===== config.mk =====
export PLATFORM = sky130hd
export DESIGN_NAME = spell_mem_arbiter
export DESIGN_NICKNAME = d
export VERILOG_FILES = /design/src/rtl/spell_mem_arbiter.sv
export SDC_FILE = /design/constraint.sdc
export NUM_CORES = 1
export LEC_CHECK = 0
export BUFFER_PORTS_ARGS = -buffer_cell sky130_fd_sc_hd__clkbuf_2
export CORE_MARGIN = 2
export CORE_UTILIZATION = 49
export DETAILED_ROUTE_END_ITERATION = 7
export GPL_ROUTABILITY_DRIVEN = 0
export GPL_TIMING_DRIVEN = 1
export HOLD_SLACK_MARGIN = 0.15
export PLACE_DENSITY = 0.92
export SLEW_MARGIN = 10
export SYNTH_ARGS = -nofsm -noshare
export SYNTH_HDL_FRONTEND = slang
export SYNTH_SLANG_ARGS = --single-unit

===== constraint.sdc =====
create_clock -name clk -period 3.76 [get_ports clk]
set_clock_uncertainty 0.15 [all_clocks]
set_input_delay 0.376 -clock clk [delete_from_list [all_inputs] [get_ports clk]]
set_output_delay 0.376 -clock clk [all_outputs]
set_load 0.03 [all_outputs]

===== src/rtl/spell_mem_arbiter.sv =====
`default_nettype none
// ============================================================================
// Module   : spell_mem_arbiter
// Purpose  : Two-port arbiter/sequencer sharing the spell internal memory
//            port between the program loader (port 0) and the CPU core
//            (port 1). Latches the winning request, runs the memory
//            select/data_ready handshake, returns read data with a one-cycle
//            ack and forces a select-low gap between transactions.
// Config   : SPELL_ARB_ROUND_ROBIN_EN - when defined, ties are broken
//            round-robin against the last grant; otherwise port 0 always
//            wins a tie.
// Revision : 1.0 - initial release
// ============================================================================
module spell_mem_arbiter (
  input  logic       clk,
  input  logic       rst,
  // port 0 : program loader
  input  logic       p0_req,
  input  logic [7:0] p0_addr,
  input  logic [7:0] p0_wdata,
  input  logic       p0_data_sel,
  input  logic       p0_write,
  output logic       p0_ack,
  output logic [7:0] p0_rdata,
  // port 1 : CPU core
  input  logic       p1_req,
  input  logic [7:0] p1_addr,
  input  logic [7:0] p1_wdata,
  input  logic       p1_data_sel,
  input  logic       p1_write,
  output logic       p1_ack,
  output logic [7:0] p1_rdata,
  // memory side
  output logic       mem_select,
  output logic [7:0] mem_addr,
  output logic [7:0] mem_wdata,
  output logic       mem_data_sel,
  output logic       mem_write,
  input  logic [7:0] mem_rdata,
  input  logic       mem_ready,
  // status
  output logic       busy
);

  typedef enum logic [1:0] {
    ST_IDLE    = 2'd0,
    ST_BUSY    = 2'd1,
    ST_RELEASE = 2'd2
  } state_t;

  state_t     state_q, state_d;
  // Port of the transaction in flight; in the round-robin build it doubles
  // as the grant history used to break ties.
  logic       grant_q, grant_d;
  logic       mem_select_q, mem_select_d;
  logic [7:0] mem_addr_q, mem_addr_d;
  logic [7:0] mem_wdata_q, mem_wdata_d;
  logic       mem_data_sel_q, mem_data_sel_d;
  logic       mem_write_q, mem_write_d;
  logic       p0_ack_q, p0_ack_d;
  logic       p1_ack_q, p1_ack_d;
  logic [7:0] p0_rdata_q, p0_rdata_d;
  logic [7:0] p1_rdata_q, p1_rdata_d;
  logic       busy_q, busy_d;

  logic       w_any_req;
  logic       w_pick;

  assign w_any_req = p0_req | p1_req;

  // Choose which requester wins when leaving IDLE.
  always_comb begin
    w_pick = 1'b0;
    if (p0_req && p1_req) begin
`ifdef SPELL_ARB_ROUND_ROBIN_EN
      w_pick = ~grant_q;
`else
      w_pick = 1'b0;
`endif
    end else if (p1_req) begin
      w_pick = 1'b1;
    end else begin
      w_pick = 1'b0;
    end
  end

  // Next-state and registered-output computation for the sequencer.
  always_comb begin
    state_d        = state_q;
    grant_d        = grant_q;
    mem_select_d   = mem_select_q;
    mem_addr_d     = mem_addr_q;
    mem_wdata_d    = mem_wdata_q;
    mem_data_sel_d = mem_data_sel_q;
    mem_write_d    = mem_write_q;
    p0_ack_d       = 1'b0;
    p1_ack_d       = 1'b0;
    p0_rdata_d     = p0_rdata_q;
    p1_rdata_d     = p1_rdata_q;

    case (state_q)
      ST_IDLE: begin
        if (w_any_req) begin
          state_d      = ST_BUSY;
          grant_d      = w_pick;
          mem_select_d = 1'b1;
          if (w_pick) begin
            mem_addr_d     = p1_addr;
            mem_wdata_d    = p1_wdata;
            mem_data_sel_d = p1_data_sel;
            mem_write_d    = p1_write;
          end else begin
            mem_addr_d     = p0_addr;
            mem_wdata_d    = p0_wdata;
            mem_data_sel_d = p0_data_sel;
            mem_write_d    = p0_write;
          end
        end
      end

      ST_BUSY: begin
        // mem_* held stable; no timeout, wait for the memory indefinitely.
        if (mem_ready) begin
          state_d      = ST_RELEASE;
          mem_select_d = 1'b0;
          if (grant_q) begin
            p1_ack_d = 1'b1;
            if (!mem_write_q) begin
              p1_rdata_d = mem_rdata;
            end
          end else begin
            p0_ack_d = 1'b1;
            if (!mem_write_q) begin
              p0_rdata_d = mem_rdata;
            end
          end
        end
      end

      ST_RELEASE: begin
        // One cycle of select low lets the memory drop data_ready.
        state_d = ST_IDLE;
      end

      default: begin
        state_d      = ST_IDLE;
        mem_select_d = 1'b0;
      end
    endcase

    busy_d = (state_d != ST_IDLE);
  end

  // State and output registers with synchronous reset.
  always_ff @(posedge clk) begin
    if (rst) begin
      state_q        <= ST_IDLE;
      grant_q        <= 1'b1;
      mem_select_q   <= 1'b0;
      mem_addr_q     <= 8'h00;
      mem_wdata_q    <= 8'h00;
      mem_data_sel_q <= 1'b0;
      mem_write_q    <= 1'b0;
      p0_ack_q       <= 1'b0;
      p1_ack_q       <= 1'b0;
      p0_rdata_q     <= 8'h00;
      p1_rdata_q     <= 8'h00;
      busy_q         <= 1'b0;
    end else begin
      state_q        <= state_d;
      grant_q        <= grant_d;
      mem_select_q   <= mem_select_d;
      mem_addr_q     <= mem_addr_d;
      mem_wdata_q    <= mem_wdata_d;
      mem_data_sel_q <= mem_data_sel_d;
      mem_write_q    <= mem_write_d;
      p0_ack_q       <= p0_ack_d;
      p1_ack_q       <= p1_ack_d;
      p0_rdata_q     <= p0_rdata_d;
      p1_rdata_q     <= p1_rdata_d;
      busy_q         <= busy_d;
    end
  end

  assign mem_select   = mem_select_q;
  assign mem_addr     = mem_addr_q;
  assign mem_wdata    = mem_wdata_q;
  assign mem_data_sel = mem_data_sel_q;
  assign mem_write    = mem_write_q;
  assign p0_ack       = p0_ack_q;
  assign p1_ack       = p1_ack_q;
  assign p0_rdata     = p0_rdata_q;
  assign p1_rdata     = p1_rdata_q;
  assign busy         = busy_q;

endmodule

`default_nettype wire


==> metrics.txt, run 1 <==
leading cell types by total area after synthesis=dfxtp_1, mux2i_1, nand2b_1, a211oi_1, a21oi_1; crit share post-route=0.478; area of combinational cells with multiple inputs=862 µm²; critical path launch point type=input pin; share of total power in sequential cells=0.512; Via density=4.98; setup repair bufs after CTS=0; max incr delay on CP=640 ps; critical path fanouts, max=22; sinks on the clock net=41; worst relative slew slack=0.309; count of maximum capacitance violations=0; Total Routed Length=3680 µm; number of different library cells in the post-synthesis netlist=21; sw frac=0.305; R2R cell count=4; number of design-rule violations left by the first detailed-router iteration=84; terminus of the critical flop-to-flop path=mem_wdata[3]; root buf cell=clkbuf_4; worst setup path startpoint=p1_req; wire length per cell after detailed routing=12.1 µm; cell taking the most area after synthesis=dfxtp_1; Yosys warning total=0; final setup TNS=0 ps; combinational cell fraction of total power=0.233; Final setup viols=0; depth of the CTS H-tree=2; Crit. End Element=flop; antenna diode count=0; die area=0.00409 mm²; chain of cells forming the critical path=clkbuf_2 -> or2_1 -> and2_1 -> a211oi_1; destination of the critical timing path=mem_wdata[3]; proportion of netlist area held by the largest area contributor=0.466; clock tree from TritonCTS=yes; cell type of the slowest stage on the worst timing path=and2_1; global-route wire length before repair=6300 µm; area occupied by registers=821 µm²; number of placed instances, taps included=289; core utilization of the finished layout=0.681; final cell count without fillers=303; smallest hold slack=152 ps; register-to-register setup slack=1970 ps; Worst Setup Path Type=input pin to flop; number of clock buffers inserted by TritonCTS=5; Detailed Routing Iterations Pass 1=4; commonest non-fill, non-tap cells in the layout=clkbuf_2, dfxtp_1, mux2i_1, nand2b_1, a21oi_1; synthesized area per cell=10.4 µm²; deepest clock path buffer count=2; via count of the routed design=1509; Hold/Removal Path Class=input pin to flop; x dimension of the die=64.0 µm; slew at the pin with the worst max-slew slack=1040 ps; total of buffers placed on input and output ports=86; # DRC=0; largest net degree at the start of global routing=49; final worst path period need=1800 ps; portion of the post-synthesis area used by sequential elements=0.466; final hold violation count=0; Remaining Overflow, GRT=0; Pwr Density=412 mW/mm²; launch point of the worst reg-to-reg path=state_q[0]; net count after synthesis=219; internal power=0.662 mW; synthesized flop and latch total=41; count of boundary I/O pins=87; total standard cell area after synthesis=0.00176 mm²; core outline area=0.00339 mm²; RSZ-0062 raised after global routing=false; clk_lat worst skew=340 ps; data arrival time of the critical path=1830 ps; fraction of layout instances using a drive strength above 1=0.377; filler instances=270; switching power=0.290 mW; global routing usage summed across all routing layers=0.195; share of power burned in the clock network=0.256; number of cells on the worst hold path=3; row cnt=21; post-layout power=0.951 mW; Initial Utilization=0.520; leakage power of the design=1.17 nW; leading cell type in the layout, fill and taps excluded=clkbuf_2; final number of max-transition violations=0; Crit path required time=3800 ps; outcome=completed; clock-pin slew on the worst setup and hold paths=120 ps; signed area change from the synthesized netlist to the final layout=31.0%; initial antenna violation count=0; Post-Synthesis Cells=170; DP Wirelength=2610 µm; Fmax achieved=0.557 GHz; NumNets Final=305; die height=64.0 µm; Antenna Violating Nets Remaining=0; number of global-route vias before repair=1480; highest ir drop seen on vdd=0.277 mV
cells by family (layout without fill, tap and decap cells):
group / after synthesis / count (layout) / share of synthesized area
AO/OA/AOI/OAI: 42 / 42 / 0.151
buffers and inverters: 14 / 101 / 0.0447
flip-flops: 41 / 41 / 0.466
multiplexers: 34 / 34 / 0.193
AND/OR/NAND/NOR: 39 / 39 / 0.146
sequential cells by signal, summed over array words and instances, names as in the netlist:
name / cells
p1_ack: 1
mem_wdata: 8
p0_ack: 1
mem_write: 1
grant_q: 1
p0_rdata: 8
mem_select: 1
p1_rdata: 8
busy: 1
state_q: 2
mem_data_sel: 1
mem_addr: 8
cell type report:
class,instances,area share
clock buffer,7,0.0282
timing repair buffer,93,0.216
multi-input combinational,115,0.373
tap,46,0.0249
sequential,41,0.356
clock inverter,1,0.00217
how the worst min path moves through the flow:
stage | startpoint | endpoint | slack, ps
after global routing | p0_req | grant_q | 160
after global placement | p0_rdata[5] | p0_rdata[5] | 310
after floorplan | grant_q | p0_ack | 360
after CTS | p0_req | grant_q | 150
after detailed placement | p0_rdata[6] | p0_rdata[6] | 310
final | p0_req | grant_q | 150
cell usage after synthesis, drive strengths merged:
master  count
and2        2
a21oi      20
o21bai      1
o21a        1
buf         7
dfxtp      41
nor3b       1
nor3        3
nand2b     25
nand3b      1
or3b        1
mux2i      34
nor2        4
or2         1
clkbuf      7
nand2       1
a211oi     18
a21o        2
power groups by stage:
stage / clock network [mW] / logic [mW] / registers, mW
after global placement: 0 / 0.214 / 0.496
after CTS: 0.247 / 0.222 / 0.487
after floorplan: 0 / 0.0949 / 0.554
after detailed placement: 0 / 0.218 / 0.497
after global routing: 0.265 / 0.241 / 0.491
final: 0.243 / 0.221 / 0.487
critical path, delay by kind of cell:
kind,cells,cell delay [ps]
buffers and inverters,1,100
AOI/OAI and AO/OA,1,160
and+or+nand+nor,2,1180
routing by layer:
layer / GRT usage / part of all wire
met5: 0 / 0
met4: 0.0815 / 0.017
met2: 0.363 / 0.51
met3: 0.0475 / 0.049
met1: 0.207 / 0.42
repair_timing:
action                                  4_1_cts  5_1_grt
hold buffers                                  5        1
endpoints found under the setup margin        0        0
gates resized for setup                       0        0
endpoints found under the hold margin         7        2
stage by stage:
stage / cell area (µm²) / setup WS, ps
CTS: 2300 / 1980
finish: 2310 / 1960
floorplan: 1760 / 2300
global placement: 2180 / 1670
global route: 2310 / 1800
detailed placement: 2180 / 1610
(Power assumes the default switching activity.)
==> run 2, diff against run 1 <==
Settings changed: CORE_UTILIZATION 49 to 41, PLACE_DENSITY 0.92 to 0.83.
Clock period 3.76 ns to 1.45 ns, I/O delays scaled along.
==> run 2 against run 1 <==
Against the previous run: critical path depth unchanged; count of clock-buffer cells in the layout rose by 1; first-iteration DRC count is 38% higher; worst hold slack got worse by 80 ps; combinational power rose to 3.2 times the previous value; global-route usage rose by 2.1 points; sequential power grew to 2.6 times the previous value.
==> metrics.txt, run 2 (synthesis results as in run 1) <==
outcome=completed; die height=69.6 µm (+8.7%); Pwr Density=942 mW/mm² (+130%); critical path launch point type=flop; slew at the pin with the worst max-slew slack=493 ps (-544 ps); global routing usage summed across all routing layers=0.216 (+0.0214); deepest clock path buffer count=2 (unchanged); worst relative slew slack=0.672 (+0.362); signed area change from the synthesized netlist to the final layout=61.3%; initial antenna violation count=0 (unchanged); clock-pin slew on the worst setup and hold paths=70 ps (-50 ps); Initial Utilization=0.434 (-0.0856); row cnt=23 (+9.5%); final number of max-transition violations=0 (unchanged); crit share post-route=0.966; Remaining Overflow, GRT=0 (unchanged); filler instances=301 (+11%); number of clock buffers inserted by TritonCTS=5 (unchanged); Total Routed Length=4860 µm (+32%); number of global-route vias before repair=1832 (+24%); post-layout power=2.68 mW (+180%); depth of the CTS H-tree=2 (unchanged); area occupied by registers=823 µm² (+0.30%); Hold/Removal Path Class=input pin to flop; commonest non-fill, non-tap cells in the layout=clkbuf_2, dlygate4sd3_1, dfxtp_1, mux2i_1, nand2b_1; x dimension of the die=69.6 µm (+8.7%); PnR worst setup slack=49.2 ps (-1910 ps); share of power burned in the clock network=0.261 (+0.005); area of combinational cells with multiple inputs=877 µm² (+1.7%); switching power=0.800 mW (+180%); clock tree from TritonCTS=yes; DP Wirelength=2920 µm (+12%); internal power=1.88 mW (+180%); smallest hold slack=72.5 ps (-79.5 ps); sw frac=0.299 (-0.00575); leading cell type in the layout, fill and taps excluded=clkbuf_2; Crit. End Element=flop; worst slack after detailed placement=-57.7 ps (-1670 ps); Crit path required time=1470 ps (-2330 ps); Worst Setup Path Type=flop to flop; setup repair bufs after CTS=0 (unchanged); hold bufs inserted after CTS=46 (+41); Via density=4.90 (-1.6%); count of maximum capacitance violations=0 (unchanged); final worst path period need=1400 ps; via count of the routed design=1744 (+16%); core outline area=0.00406 mm² (+20%); Detailed Routing Iterations Pass 1=4 (unchanged); # DRC=0 (unchanged); count of boundary I/O pins=87 (unchanged); root buf cell=clkbuf_8; antenna diode count=0 (unchanged); final hold violation count=0 (unchanged); share of total power in sequential cells=0.471 (-0.041); clk_lat worst skew=280 ps (-60 ps); global-route wire length before repair=8310 µm (+32%); RSZ-0062 raised after global routing=false; critical path fanouts, max=8 (-64%); Fmax achieved=0.714 GHz; combinational cell fraction of total power=0.268 (+0.035); Antenna Violating Nets Remaining=0 (unchanged); Final setup viols=0 (unchanged); total of buffers placed on input and output ports=86 (unchanged); fraction of layout instances using a drive strength above 1=0.356 (-0.0212); NumNets Final=354 (+16%); largest net degree at the start of global routing=34 (-31%); number of design-rule violations left by the first detailed-router iteration=116 (+38%); sinks on the clock net=41 (unchanged); wire length per cell after detailed routing=13.6 µm (+12%); leakage power of the design=1.39 nW (+19%); highest ir drop seen on vdd=0.482 mV (+74%); die area=0.00484 mm² (+18%); data arrival time of the critical path=1420 ps (-410 ps)
## run 2: cell types whose count changed in the layout (fill, tap and decap cells not counted), sizes merged
| cell | before | now |
|---|---|---|
| dlygate4sd3 | 6 | 46 |
| clkinv | 1 | 0 |
| buf | 1 | 10 |
| clkbuf | 93 | 94 |
## run 2: power groups by stage
stage                     registers (mW)  clock network [mW]  logic (mW)
after CTS                           1.26               0.715       0.698
after global routing                1.27               0.776       0.775
after global placement              1.28                   0       0.588
after detailed placement            1.28                   0       0.600
after floorplan                     1.44                   0       0.246
final                               1.26               0.699       0.718
## run 2: timing repair
action,CTS,global route
resized for setup,2,6
cloned,0,0
pin swaps,0,0
endpoints found under the setup margin,20,13
hold endpoints to repair,39,3
## run 2: per-layer routing
layer  GRT usage  up-vias  part of all wire
met2       0.405       57              0.53
met4      0.0697        0             0.022
met1       0.237      803              0.40
met3      0.0538       12             0.046
met5           0        -                 0
li1            -      872                 -
## run 2: worst paths after layout
check              startpoint          end  slack, ps  depth (start not counted)
setup / recovery   state_q[1]  p1_rdata[7]         50                          4
hold reg to reg   p0_rdata[6]  p0_rdata[6]        320                          2
hold / removal      mem_ready   mem_select         70                          3
setup reg to reg   state_q[1]  p1_rdata[7]         50                          4
## run 2: cell type report
cell class / count / area share
sequential: 41 / 0.290
timing repair buffer: 142 / 0.351
clock buffer: 8 / 0.0282
multi-input combinational: 115 / 0.309
tap: 50 / 0.0220
## run 2: through the flow
| stage | area [µm²] | cells | util | TNS, ps |
|---|---|---|---|---|
| 2_1_floorplan | 1760 | 170 | - | 0 |
| 3_3_place_gp | 2280 | 302 | 0.561 | 0 |
| 3_5_place_dp | 2280 | 302 | 0.561 | -511 |
| 4_1_cts | 2820 | 356 | 0.695 | 0 |
| 5_1_grt | 2840 | 356 | 0.700 | 0 |
| 6_report | 2840 | 356 | 0.700 | 0 |
## run 2: worst max-delay path, cell delays in order, from the launching register on
cell and delay (ps):
dfxtp_2 350, nand3b_4 150, or3b_1 360, buf_6 160, mux2i_1 120
